[src/rtl/spike_rx_counter_pkg.sv]
// Shared definitions for the spike receive counter and its synchronizer.
package spike_rx_counter_pkg;

    // A metastability filter needs at least two flops to be useful.
    localparam int SYNC_STAGES_MIN = 2;

    // Window counter state: waiting for a window start, or counting one.
    typedef enum logic {
        ST_IDLE  = 1'b0,
        ST_COUNT = 1'b1
    } state_t;

endpackage

[src/rtl/spike_sync_edge.sv]
// Synchronizes an asynchronous spike line into clk and emits a one-cycle
// registered strobe for every rising edge it sees. Falling edges are ignored.
// Pulses narrower than one clk period may be missed.
module spike_sync_edge
    import spike_rx_counter_pkg::*;
#(
    parameter int SYNC_STAGES = 2
) (
    input  logic clk,
    input  logic reset_n,
    input  logic spike_in,
    output logic spike_pulse
);

    // Anything shorter than the minimum chain is silently lengthened.
    localparam int STAGES = (SYNC_STAGES < SYNC_STAGES_MIN) ? SYNC_STAGES_MIN : SYNC_STAGES;

    logic [STAGES-1:0] sync_q;
    logic              s_sync;
    logic              s_prev;

    assign s_sync = sync_q[STAGES-1];

    // Synchronizer chain, one-cycle history and registered rising-edge strobe.
    always_ff @(posedge clk or negedge reset_n) begin
        // NOTE: the synchronizer flops are reset too, so a line held high through
        // reset shows up as one fresh rising edge after release, never as X.
        if (!reset_n) begin
            sync_q      <= '0;
            s_prev      <= 1'b0;
            spike_pulse <= 1'b0;
        end else begin
            // NOTE: non-blocking assignments let every stage sample the previous
            // stage's old value, which is what makes this a shift chain.
            sync_q      <= {sync_q[STAGES-2:0], spike_in};
            s_prev      <= s_sync;
            spike_pulse <= s_sync & ~s_prev;
        end
    end

endmodule

[src/rtl/spike_rx_counter.sv]
// Receive end of the spike oscillator link: counts synchronized spike edges
// over programmable windows of clk cycles and hands each window count to the
// downstream rate logic over a valid/ready handshake.
module spike_rx_counter
    import spike_rx_counter_pkg::*;
#(
    parameter int CNT_W       = 16,
    parameter int WIN_W       = 24,
    parameter int SYNC_STAGES = 2
) (
    input  logic             clk,
    input  logic             reset_n,
    input  logic             spike_in,
    input  logic             enable,
    input  logic [WIN_W-1:0] win_len,
    output logic             spike_pulse,
    output logic [CNT_W-1:0] count_data,
    output logic             count_valid,
    input  logic             count_ready,
    output logic             count_sat,
    output logic             drop
);

    localparam logic [CNT_W-1:0] CNT_MAX = '1;

    state_t             state;
    logic [WIN_W-1:0]   win_left;
    logic [CNT_W-1:0]   acc;
    logic               acc_sat;

    logic [CNT_W-1:0]   acc_next;
    logic               sat_next;
    logic               win_term;
    logic               start_ok;
    logic               out_free;

    spike_sync_edge #(
        .SYNC_STAGES (SYNC_STAGES)
    ) u_sync_edge (
        .clk         (clk),
        .reset_n     (reset_n),
        .spike_in    (spike_in),
        .spike_pulse (spike_pulse)
    );

    // A new window may begin only with counting enabled and a non-zero length.
    assign start_ok = enable && (win_len != '0);

    // The last cycle of a window is the one with a single cycle left.
    assign win_term = (state == ST_COUNT) && (win_left == WIN_W'(1));

    // The output register can take a result if it is empty or being emptied now.
    assign out_free = !count_valid || count_ready;

    // Saturating accumulator update for the current cycle's spike strobe.
    always_comb begin
        // NOTE: every output of this block gets a default first, so no path
        // leaves a signal unassigned and no latch is inferred.
        acc_next = acc;
        sat_next = acc_sat;
        if (spike_pulse) begin
            if (acc == CNT_MAX) begin
                // The count is pinned; the sat bit records that spikes were lost.
                sat_next = 1'b1;
            end else begin
                acc_next = acc + CNT_W'(1);
            end
        end
    end

    // Window state machine: window length down-counter and spike accumulator.
    always_ff @(posedge clk or negedge reset_n) begin
        if (!reset_n) begin
            state    <= ST_IDLE;
            win_left <= '0;
            acc      <= '0;
            acc_sat  <= 1'b0;
        end else begin
            case (state)
                ST_IDLE: begin
                    acc     <= '0;
                    acc_sat <= 1'b0;
                    if (start_ok) begin
                        win_left <= win_len;
                        state    <= ST_COUNT;
                    end
                end

                ST_COUNT: begin
                    if (win_term) begin
                        // The window is complete even if enable just fell; its
                        // result goes to the output stage either way. Reload
                        // here so back-to-back windows have no dead cycle.
                        acc     <= '0;
                        acc_sat <= 1'b0;
                        if (start_ok) begin
                            win_left <= win_len;
                        end else begin
                            state <= ST_IDLE;
                        end
                    end else if (!enable) begin
                        // Abort: the partial count is thrown away.
                        acc     <= '0;
                        acc_sat <= 1'b0;
                        state   <= ST_IDLE;
                    end else begin
                        win_left <= win_left - WIN_W'(1);
                        acc      <= acc_next;
                        acc_sat  <= sat_next;
                    end
                end

                default: begin
                    state <= ST_IDLE;
                end
            endcase
        end
    end

    // Output register: capture the finished window, release on accept, flag drops.
    always_ff @(posedge clk or negedge reset_n) begin
        if (!reset_n) begin
            count_data  <= '0;
            count_valid <= 1'b0;
            count_sat   <= 1'b0;
            drop        <= 1'b0;
        end else begin
            if (win_term && out_free) begin
                // The terminal cycle's own spike is part of the ending window,
                // so the captured value is the updated accumulator.
                count_data  <= acc_next;
                count_sat   <= sat_next;
                count_valid <= 1'b1;
            end else if (count_ready) begin
                count_valid <= 1'b0;
            end

            if (win_term && !out_free) begin
                drop <= 1'b1;
            end
        end
    end

endmodule

[config.mk]
export PLATFORM = sky130hd
export DESIGN_NAME = spike_rx_counter
export DESIGN_NICKNAME = d
export VERILOG_FILES = /design/src/rtl/spike_rx_counter_pkg.sv /design/src/rtl/spike_sync_edge.sv /design/src/rtl/spike_rx_counter.sv
export SDC_FILE = /design/constraint.sdc
export NUM_CORES = 1
export LEC_CHECK = 0
export CAP_MARGIN = 5
export CORE_ASPECT_RATIO = 1.1
export CORE_MARGIN = 2
export CORE_UTILIZATION = 45
export CTS_BUF_LIST = sky130_fd_sc_hd__clkbuf_8
export DETAILED_ROUTE_END_ITERATION = 10
export GPL_TIMING_DRIVEN = 0
export PLACE_DENSITY = 0.64
export SLEW_MARGIN = 10
export SYNTH_ARGS = -nofsm -noshare
export SYNTH_HDL_FRONTEND = slang
export SYNTH_HIERARCHICAL = 1
export SYNTH_SLANG_ARGS = --single-unit
[constraint.sdc]
create_clock -name clk -period 3.7 [get_ports clk]
set_input_delay 0.555 -clock clk [delete_from_list [all_inputs] [get_ports clk]]
set_output_delay 0.555 -clock clk [all_outputs]
set_load 0.05 [all_outputs]
==> results of run 1 <==
-- per-stage QoR --
stage                     TNS (ns)  total power [mW]   util  hold WS (ns)
after detailed placement         0              1.16  0.541         0.337
after global placement      -10.54              1.15  0.538         0.333
after floorplan                  0              1.03      -         0.259
final                            0              1.83  0.569        0.0613
after CTS                        0              1.84  0.569        0.0537
after global routing             0              1.92  0.569        0.0605
-- worst max path at each step --
stage,slack [ns],depth (start not counted),start,to
finish,0.62,7,win_len[20],win_left[12]
global route,0.45,7,win_len[7],win_left[12]
CTS,0.64,7,win_len[7],win_left[12]
detailed placement,0.28,7,win_len[12],win_left[12]
global placement,-0.17,1,reset_n,u_sync_edge/sync_q[0]
floorplan,1.18,7,win_left[11],win_left[21]
-- worst reg2reg max path, delay by kind of cell, from the launching register on --
kind	cells	cell delay, ns
flip-flops	1	0.42
AND/OR/NAND/NOR	4	2.08
AO/OA/AOI/OAI	1	0.08
buffers and inverters	1	0.34
-- Yosys cell counts (3+ instances only) --
cell                         n  share of area
sky130_fd_sc_hd__nand2_1    34          0.035
sky130_fd_sc_hd__inv_1      12          0.012
sky130_fd_sc_hd__nand2b_1    3         0.0051
sky130_fd_sc_hd__dfrtp_1    65           0.45
sky130_fd_sc_hd__xnor2_1    10          0.024
sky130_fd_sc_hd__o31ai_1     4         0.0082
sky130_fd_sc_hd__o22ai_1     3         0.0051
sky130_fd_sc_hd__clkbuf_1    7         0.0072
sky130_fd_sc_hd__mux2_2      3         0.0093
sky130_fd_sc_hd__a21oi_1     5         0.0069
sky130_fd_sc_hd__or4_1       5          0.010
sky130_fd_sc_hd__o2111ai_1   4         0.0096
sky130_fd_sc_hd__mux2i_1    14          0.038
sky130_fd_sc_hd__buf_2       4         0.0055
sky130_fd_sc_hd__buf_6       9          0.028
sky130_fd_sc_hd__o211ai_1    3         0.0062
sky130_fd_sc_hd__nand3_1    11          0.015
sky130_fd_sc_hd__nor2_1     33          0.034
sky130_fd_sc_hd__nor3_1     18          0.025
sky130_fd_sc_hd__nor4_1     15          0.026
sky130_fd_sc_hd__ha_1        3          0.010
sky130_fd_sc_hd__o21ai_0    18          0.025
sky130_fd_sc_hd__a22oi_1     5          0.010
sky130_fd_sc_hd__o2bb2ai_1  13          0.031
sky130_fd_sc_hd__a2bb2oi_1   8          0.019
sky130_fd_sc_hd__nand4_1     7          0.012
sky130_fd_sc_hd__or2_2       3         0.0051
sky130_fd_sc_hd__or3_1       4         0.0069
-- layout make-up --
| cell class | count | share of cell area |
|---|---|---|
| repair buffers | 48 | 0.110 |
| flip-flops and latches | 65 | 0.361 |
| clock buffers | 10 | 0.0306 |
| well taps | 108 | 0.0300 |
| inverters | 12 | 0.0100 |
| multi-input cells | 267 | 0.395 |
| clock inverters | 6 | 0.0183 |
| plain buffers | 25 | 0.0445 |
-- where the power goes --
group | switching, mW | leakage, nW | total [mW] | internal, mW
combinational | 0.168 | 0.826 | 0.318 | 0.150
clock | 0.286 | 0.117 | 0.680 | 0.394
sequential | 0.0667 | 0.842 | 0.835 | 0.768
total | 0.521 | 1.79 | 1.83 | 1.31
-- flip-flops by register name (all words and copies together) (netlist names) --
register,count
u_sync_edge/sync_q,2
count_valid,1
u_sync_edge/s_prev,1
drop,1
state,1
count_data,16
acc_sat,1
acc,16
win_left,24
u_sync_edge/spike_pulse,1
count_sat,1
-- logic make-up after synthesis --
| kind of cell | count (synthesis) | share of synthesized area |
|---|---|---|
| xor+xnor | 11 | 0.0264 |
| buf+inv | 37 | 0.0672 |
| simple gates | 149 | 0.212 |
| mux | 19 | 0.0559 |
| fa+ha+maj | 3 | 0.0103 |
| compound gates | 85 | 0.183 |
| flops | 65 | 0.446 |
-- layout by cell type (no fill, tap or decap), types with 8 or more instances in the layout --
cell type                         synthesis  routed
sky130_fd_sc_hd__a2bb2oi_1                8       8
sky130_fd_sc_hd__nor2_1                  33      33
sky130_fd_sc_hd__dfrtp_1                 65      65
sky130_fd_sc_hd__nand2_1                 34      34
sky130_fd_sc_hd__nor3_1                  18      18
sky130_fd_sc_hd__o2bb2ai_1               13      13
sky130_fd_sc_hd__nor4_1                  15      15
sky130_fd_sc_hd__nand3_1                 11      11
sky130_fd_sc_hd__clkbuf_8                 0      10
sky130_fd_sc_hd__buf_6                    9       9
sky130_fd_sc_hd__xnor2_1                 10      10
sky130_fd_sc_hd__mux2i_1                 14      14
sky130_fd_sc_hd__inv_1                   12      13
sky130_fd_sc_hd__o21ai_0                 18      18
sky130_fd_sc_hd__clkdlybuf4s50_1          0      46
-- layer usage --
layer  track usage  up-vias  part of all wire
li1              -     1492                 -
met1         0.296     1538              0.44
met2         0.389      127              0.49
met3        0.0466       16             0.052
met4        0.0852        0             0.017
met5             0        -                 0
==> impl_metrics.env, run 1 <==
export IMPL_outcome="finished, final reports clean"
export IMPL_final_hold_viol_count=0
export IMPL_cts_resized=0
export IMPL_r2r_end="count_data[4]"
export IMPL_power_static_leakage_nw=1.79
export IMPL_grt_setup_unrepaired="false"
export IMPL_design_die_area_um2=8850
export IMPL_clock_root_buffer="sky130_fd_sc_hd__clkbuf_8"
export IMPL_synth_warnings=6
export IMPL_clock_tree_from_tritoncts="built"
export IMPL_endpoint_kind="flip-flop"
export IMPL_die_height_um=98.5
export IMPL_core_rowCount=34
export IMPL_post_cts_repair_setup_buffers=0
export IMPL_timing_setup_critical_path_class="input port to flip-flop"
export IMPL_cp_data_required_time_ns=3.94
export IMPL_finalCritPeriodShare=0.832
export IMPL_via_per_inst=5.87
export IMPL_worst_path_max_delay_cell="sky130_fd_sc_hd__o21ai_0"
export IMPL_multi_input_area_um2=1780
export IMPL_cts_hold_buffers_added=0
export IMPL_synth_edf_count=0
export IMPL_ant_nets=0
export IMPL_grt_overflow_total=0
export IMPL_seq_area_frac_synth=0.446
export IMPL_place_ws_ns=0.279
export IMPL_synthesis_nets=401
export IMPL_initial_core_util=0.461
export IMPL_layout_filler_cells=747
export IMPL_ys_types=61
export IMPL_drt_initial_drc_count=229
export IMPL_first_pass_grt_wire_length_um=16200
export IMPL_finalSetupViolations=0
export IMPL_drt_first_pass_iters=5
export IMPL_final_layout_size_suffix_gt1_frac=0.122
export IMPL_postPlaceCellArea_um2=4280
export IMPL_crit_path_cell_trace="clkdlybuf4s50_1 > nor4_1 > nand4_1 > o21ai_0 > clkbuf_1 > mux2i_1 > o21a_1"
export IMPL_via_count=3173
export IMPL_final_min_clock_period_ns=3.08
export IMPL_final_instance_count_excl_fill=541
export IMPL_syn_area_um2=3650
export IMPL_synthesis_area_per_instance_um2=9.89
export IMPL_clock_sink_count=65
export IMPL_timing_hold_worst_class="input port to async pin"
export IMPL_crit_fanout=10
export IMPL_cts_inserted_buffers=9
export IMPL_worstReg2RegStart="win_left[18]"
export IMPL_worstSetupStartpointType="input port"
export IMPL_core_region_um2=7910
export IMPL_numPlacedInstances=525
export IMPL_synth_seq_cells=65
export IMPL_route_final_wire_length_um=9810
export IMPL_worst_r2r_setup_slack_ns=0.65
export IMPL_power_ir_vdd_worst_mv=0.239
export IMPL_timing_slew_headroom=0.325
export IMPL_slew_violations=0
export IMPL_insertedDiodeCount=0
export IMPL_nets=460
export IMPL_via_count_of_the_first_global_routing_pass=3176
export IMPL_area_delta_synth_final_pct=23.3
export IMPL_grt_usage=0.230
export IMPL_ys_dominant_reg_cell="sky130_fd_sc_hd__dfrtp_1"
export IMPL_clock_skew_ns=0.00933
export IMPL_fmax_mhz=325
export IMPL_sequential_cell_area_um2=1630
export IMPL_post_dp_hpwl_um=7020
export IMPL_powerDensity_nw_per_um2=407
export IMPL_design_portCount=49
export IMPL_synth_cells=369
export IMPL_cp_buffers_inverters=2
export IMPL_detail_route_drc_violations=0
export IMPL_crit_path_max_incr_delay_ns=0.82
export IMPL_htreeDepth=3
export IMPL_synth_async_sr_flop_share=1.00
export IMPL_wire_per_inst_um=18.1
export IMPL_clock_latency_ns=0.35
export IMPL_clk_pin_slew_ns=0.07
export IMPL_cap_violations=0
export IMPL_placement_io_buffers=47
export IMPL_r2r_worst_path_cells=6
export IMPL_largest_net_degree_at_the_start_of_global_routing=54
export IMPL_tightest_slew_ns=1.00
export IMPL_worst_slack_ns=0.623
export IMPL_grt_antenna_before_repair=0
export IMPL_floorplan_die_width_um=89.9
export IMPL_cts_path_max_buffers=2
export IMPL_placer_s_final_routability_congestion_estimate=0.907
export IMPL_worst_ep_arrival_time_ns=3.31
export IMPL_finish_instance_area_um2=4500
export IMPL_path_delay_family="buffers and inverters"
No activity file was read; power rests on OpenSTA's default activity.
==> run 2: changes to the inputs <==
clock period = 3.06 ns   (was 3.7 ns; I/O delays follow)
==> run 2 against run 1 <==
Against the previous run: hold slack better by 0.29 ns; total power up 21%; register-to-register slack worse by 0.45 ns; non-clock buffer count up 1; cell count up 0.18%; global-route usage unchanged; combinational power up 21%; critical path depth up 1; count of clock-buffer cells in the layout unchanged; critical path type is now flip-flop to flip-flop.
==> impl_metrics.env, run 2 (same netlist as run 1, synthesis figures left out) <==
export IMPL_outcome="finished, final reports clean"
export IMPL_r2r_worst_path_cells=8
export IMPL_design_die_area_um2=8850
export IMPL_worstReg2RegStart="win_left[0]"
export IMPL_via_count=3170
export IMPL_finalSetupViolations=0
export IMPL_multi_input_area_um2=1790
export IMPL_post_dp_hpwl_um=7020
export IMPL_combPwrFrac=0.173
export IMPL_final_layout_size_suffix_gt1_frac=0.127
export IMPL_postPlaceCellArea_um2=4280
export IMPL_tightest_slew_ns=0.994
export IMPL_cap_violations=0
export IMPL_htreeDepth=3
export IMPL_clock_skew_ns=0.00894
export IMPL_met3_usage=0.0459
export IMPL_clock_sink_count=65
export IMPL_fmax_mhz=350
export IMPL_layout_filler_cells=744
export IMPL_via_count_of_the_first_global_routing_pass=3176
export IMPL_nets=461
export IMPL_placement_io_buffers=47
export IMPL_wire_per_inst_um=18.2
export IMPL_die_height_um=98.5
export IMPL_worst_ep_arrival_time_ns=3.05
export IMPL_cts_inserted_buffers=9
export IMPL_route_final_wire_length_um=9850
export IMPL_switchingPower_mw=0.633
export IMPL_drt_first_pass_iters=5
export IMPL_core_region_um2=7910
export IMPL_powerDensity_nw_per_um2=491
export IMPL_sequential_cell_area_um2=1630
export IMPL_area_delta_synth_final_pct=23.9
export IMPL_layout_core_utilization=0.572
export IMPL_worst_r2r_setup_slack_ns=0.20
export IMPL_crit_fanout=8
export IMPL_post_cts_repair_setup_buffers=0
export IMPL_seq_power_share=0.456
export IMPL_placer_s_final_routability_congestion_estimate=0.907
export IMPL_final_hold_viol_count=0
export IMPL_swShare=0.285
export IMPL_grt_setup_unrepaired="false"
export IMPL_largest_register_ff_count=24
export IMPL_power_ir_vdd_worst_mv=0.289
export IMPL_largest_net_degree_at_the_start_of_global_routing=54
export IMPL_min_from="u_sync_edge/sync_q[0]"
export IMPL_drt_initial_drc_count=230
export IMPL_layout_cells_most_common="sky130_fd_sc_hd__dfrtp_1"
export IMPL_detail_route_drc_violations=0
export IMPL_internal_power_mw=1.59
export IMPL_final_min_clock_period_ns=2.86
export IMPL_endpoint_kind="flip-flop"
export IMPL_power_static_leakage_nw=1.79
export IMPL_cts_path_max_buffers=2
export IMPL_holdPathEnd="u_sync_edge/sync_q[1]"
export IMPL_clock_root_buffer="sky130_fd_sc_hd__clkbuf_8"
export IMPL_grt_usage=0.230
export IMPL_cp_data_required_time_ns=3.25
export IMPL_clock_latency_ns=0.34
export IMPL_hold_depth=0
export IMPL_ant_nets=0
export IMPL_largest_register="win_left"
export IMPL_core_rowCount=34
export IMPL_timing_slew_headroom=0.331
export IMPL_worstSetupStartpointType="flip-flop"
export IMPL_initial_core_util=0.461
export IMPL_first_pass_grt_wire_length_um=16200
export IMPL_grt_overflow_total=0
export IMPL_r2r_end="win_left[18]"
export IMPL_gr_usage_met1=0.296
export IMPL_final_cell_mix="sky130_fd_sc_hd__dfrtp_1 (65), sky130_fd_sc_hd__clkdlybuf4s50_1 (46), sky130_fd_sc_hd__nand2_1 (34)"
export IMPL_slew_violations=0
export IMPL_grt_antenna_before_repair=0
export IMPL_finish_instance_area_um2=4520
export IMPL_floorplan_die_width_um=89.9
export IMPL_insertedDiodeCount=0
export IMPL_finalCritPeriodShare=0.934
export IMPL_clk_pin_slew_ns=0.07
export IMPL_grt_util_met2=0.389
export IMPL_globalRoute_busiestLayer="met2"
export IMPL_clockPowerShare=0.371
export IMPL_via_per_inst=5.85
export IMPL_design_portCount=49
export IMPL_timing_hold_worst_class="flip-flop to flip-flop"
export IMPL_timing_setup_critical_path_class="flip-flop to flip-flop"
export IMPL_clock_tree_from_tritoncts="built"
export IMPL_biggestRegsByFlops="win_left: 24 flops, acc: 16 flops, count_data: 16 flops"
-- run 2: changes by cell type in the layout (fill, tap and decap cells not counted) --
cell,before,now
sky130_fd_sc_hd__o21ai_1,0,1
sky130_fd_sc_hd__nor4b_2,0,1
sky130_fd_sc_hd__o21ai_0,18,17
sky130_fd_sc_hd__nor4_2,0,1
sky130_fd_sc_hd__dlygate4sd3_1,0,1
sky130_fd_sc_hd__nor4b_1,2,1
sky130_fd_sc_hd__nor4_1,15,14
-- run 2: repair_timing --
item,CTS,global route
hold buffers,1,0
resized for setup,0,3
hold endpoints to repair,12,0
endpoints found under the setup margin,0,24
-- run 2: worst max-delay path by stage --
| stage | from | to | slack, ns | depth (start not counted) |
|---|---|---|---|---|
| floorplan | win_left[11] | win_left[21] | 0.54 | 7 |
| global placement | reset_n | u_sync_edge/sync_q[0] | -0.71 | 1 |
| detailed placement | win_len[12] | win_left[12] | -0.26 | 7 |
| CTS | win_len[7] | win_left[12] | 0.1 | 7 |
| global route | win_left[0] | win_left[18] | 0.06 | 8 |
| finish | win_left[0] | win_left[18] | 0.20 | 8 |
-- run 2: area by class of cell --
cell class | instances | area share
Multi-Input combinational cell | 267 | 0.396
Sequential cell | 65 | 0.360
Timing Repair Buffer | 49 | 0.112
Buffer | 25 | 0.0443
Clock buffer | 10 | 0.0304
Tap cell | 108 | 0.0299
Clock inverter | 6 | 0.0183
Inverter | 12 | 0.00996
-- run 2: critical path, cell delays in order, from the launching register on --
cell and delay [ns]:
sky130_fd_sc_hd__dfrtp_1 0.42, sky130_fd_sc_hd__inv_1 0.11, sky130_fd_sc_hd__ha_1 0.20, sky130_fd_sc_hd__or3b_2 0.45
sky130_fd_sc_hd__buf_4 0.18, sky130_fd_sc_hd__nor4_1 0.76, sky130_fd_sc_hd__o211ai_1 0.20, sky130_fd_sc_hd__o221ai_1 0.21
sky130_fd_sc_hd__o311ai_0 0.18
-- run 2: power by group through the flow --
| stage | Combinational (mW) | Clock [mW] | Sequential, mW |
|---|---|---|---|
| 6_report | 0.385 | 0.824 | 1.01 |
| 5_1_grt | 0.419 | 0.883 | 1.02 |
| 4_1_cts | 0.381 | 0.838 | 1.00 |
| 3_5_place_dp | 0.380 | 0 | 1.02 |
| 3_3_place_gp | 0.371 | 0 | 1.02 |
| 2_1_floorplan | 0.249 | 0 | 1.00 |
-- run 2: per-stage QoR --
step / TNS [ns] / std cells / total power, mW / hold slack [ns] / worst slack [ns]
2_1_floorplan: 0 / 369 / 1.25 / 0.163 / 0.538
3_3_place_gp: -49.38 / 524 / 1.39 / 0.333 / -0.712
3_5_place_dp: -2.64 / 525 / 1.40 / 0.334 / -0.265
4_1_cts: 0 / 542 / 2.22 / 0.354 / 0.0951
5_1_grt: 0 / 542 / 2.32 / 0.386 / 0.0636
6_report: 0 / 542 / 2.22 / 0.352 / 0.201
-- run 2: per-layer routing --
metal,share of wire,vias to the layer above
li1,-,1496
met2,0.49,129
met1,0.44,1524
met5,0,-
met4,0.019,0
met3,0.048,21
==> run 3: changes to the inputs <==
CTS_CLUSTER_DIAMETER = 120   (was not set)
CTS_CLUSTER_SIZE = 10   (was not set)
==> results of run 3 <==
The final DEF is identical to that of run 2; final timing and power are the same.
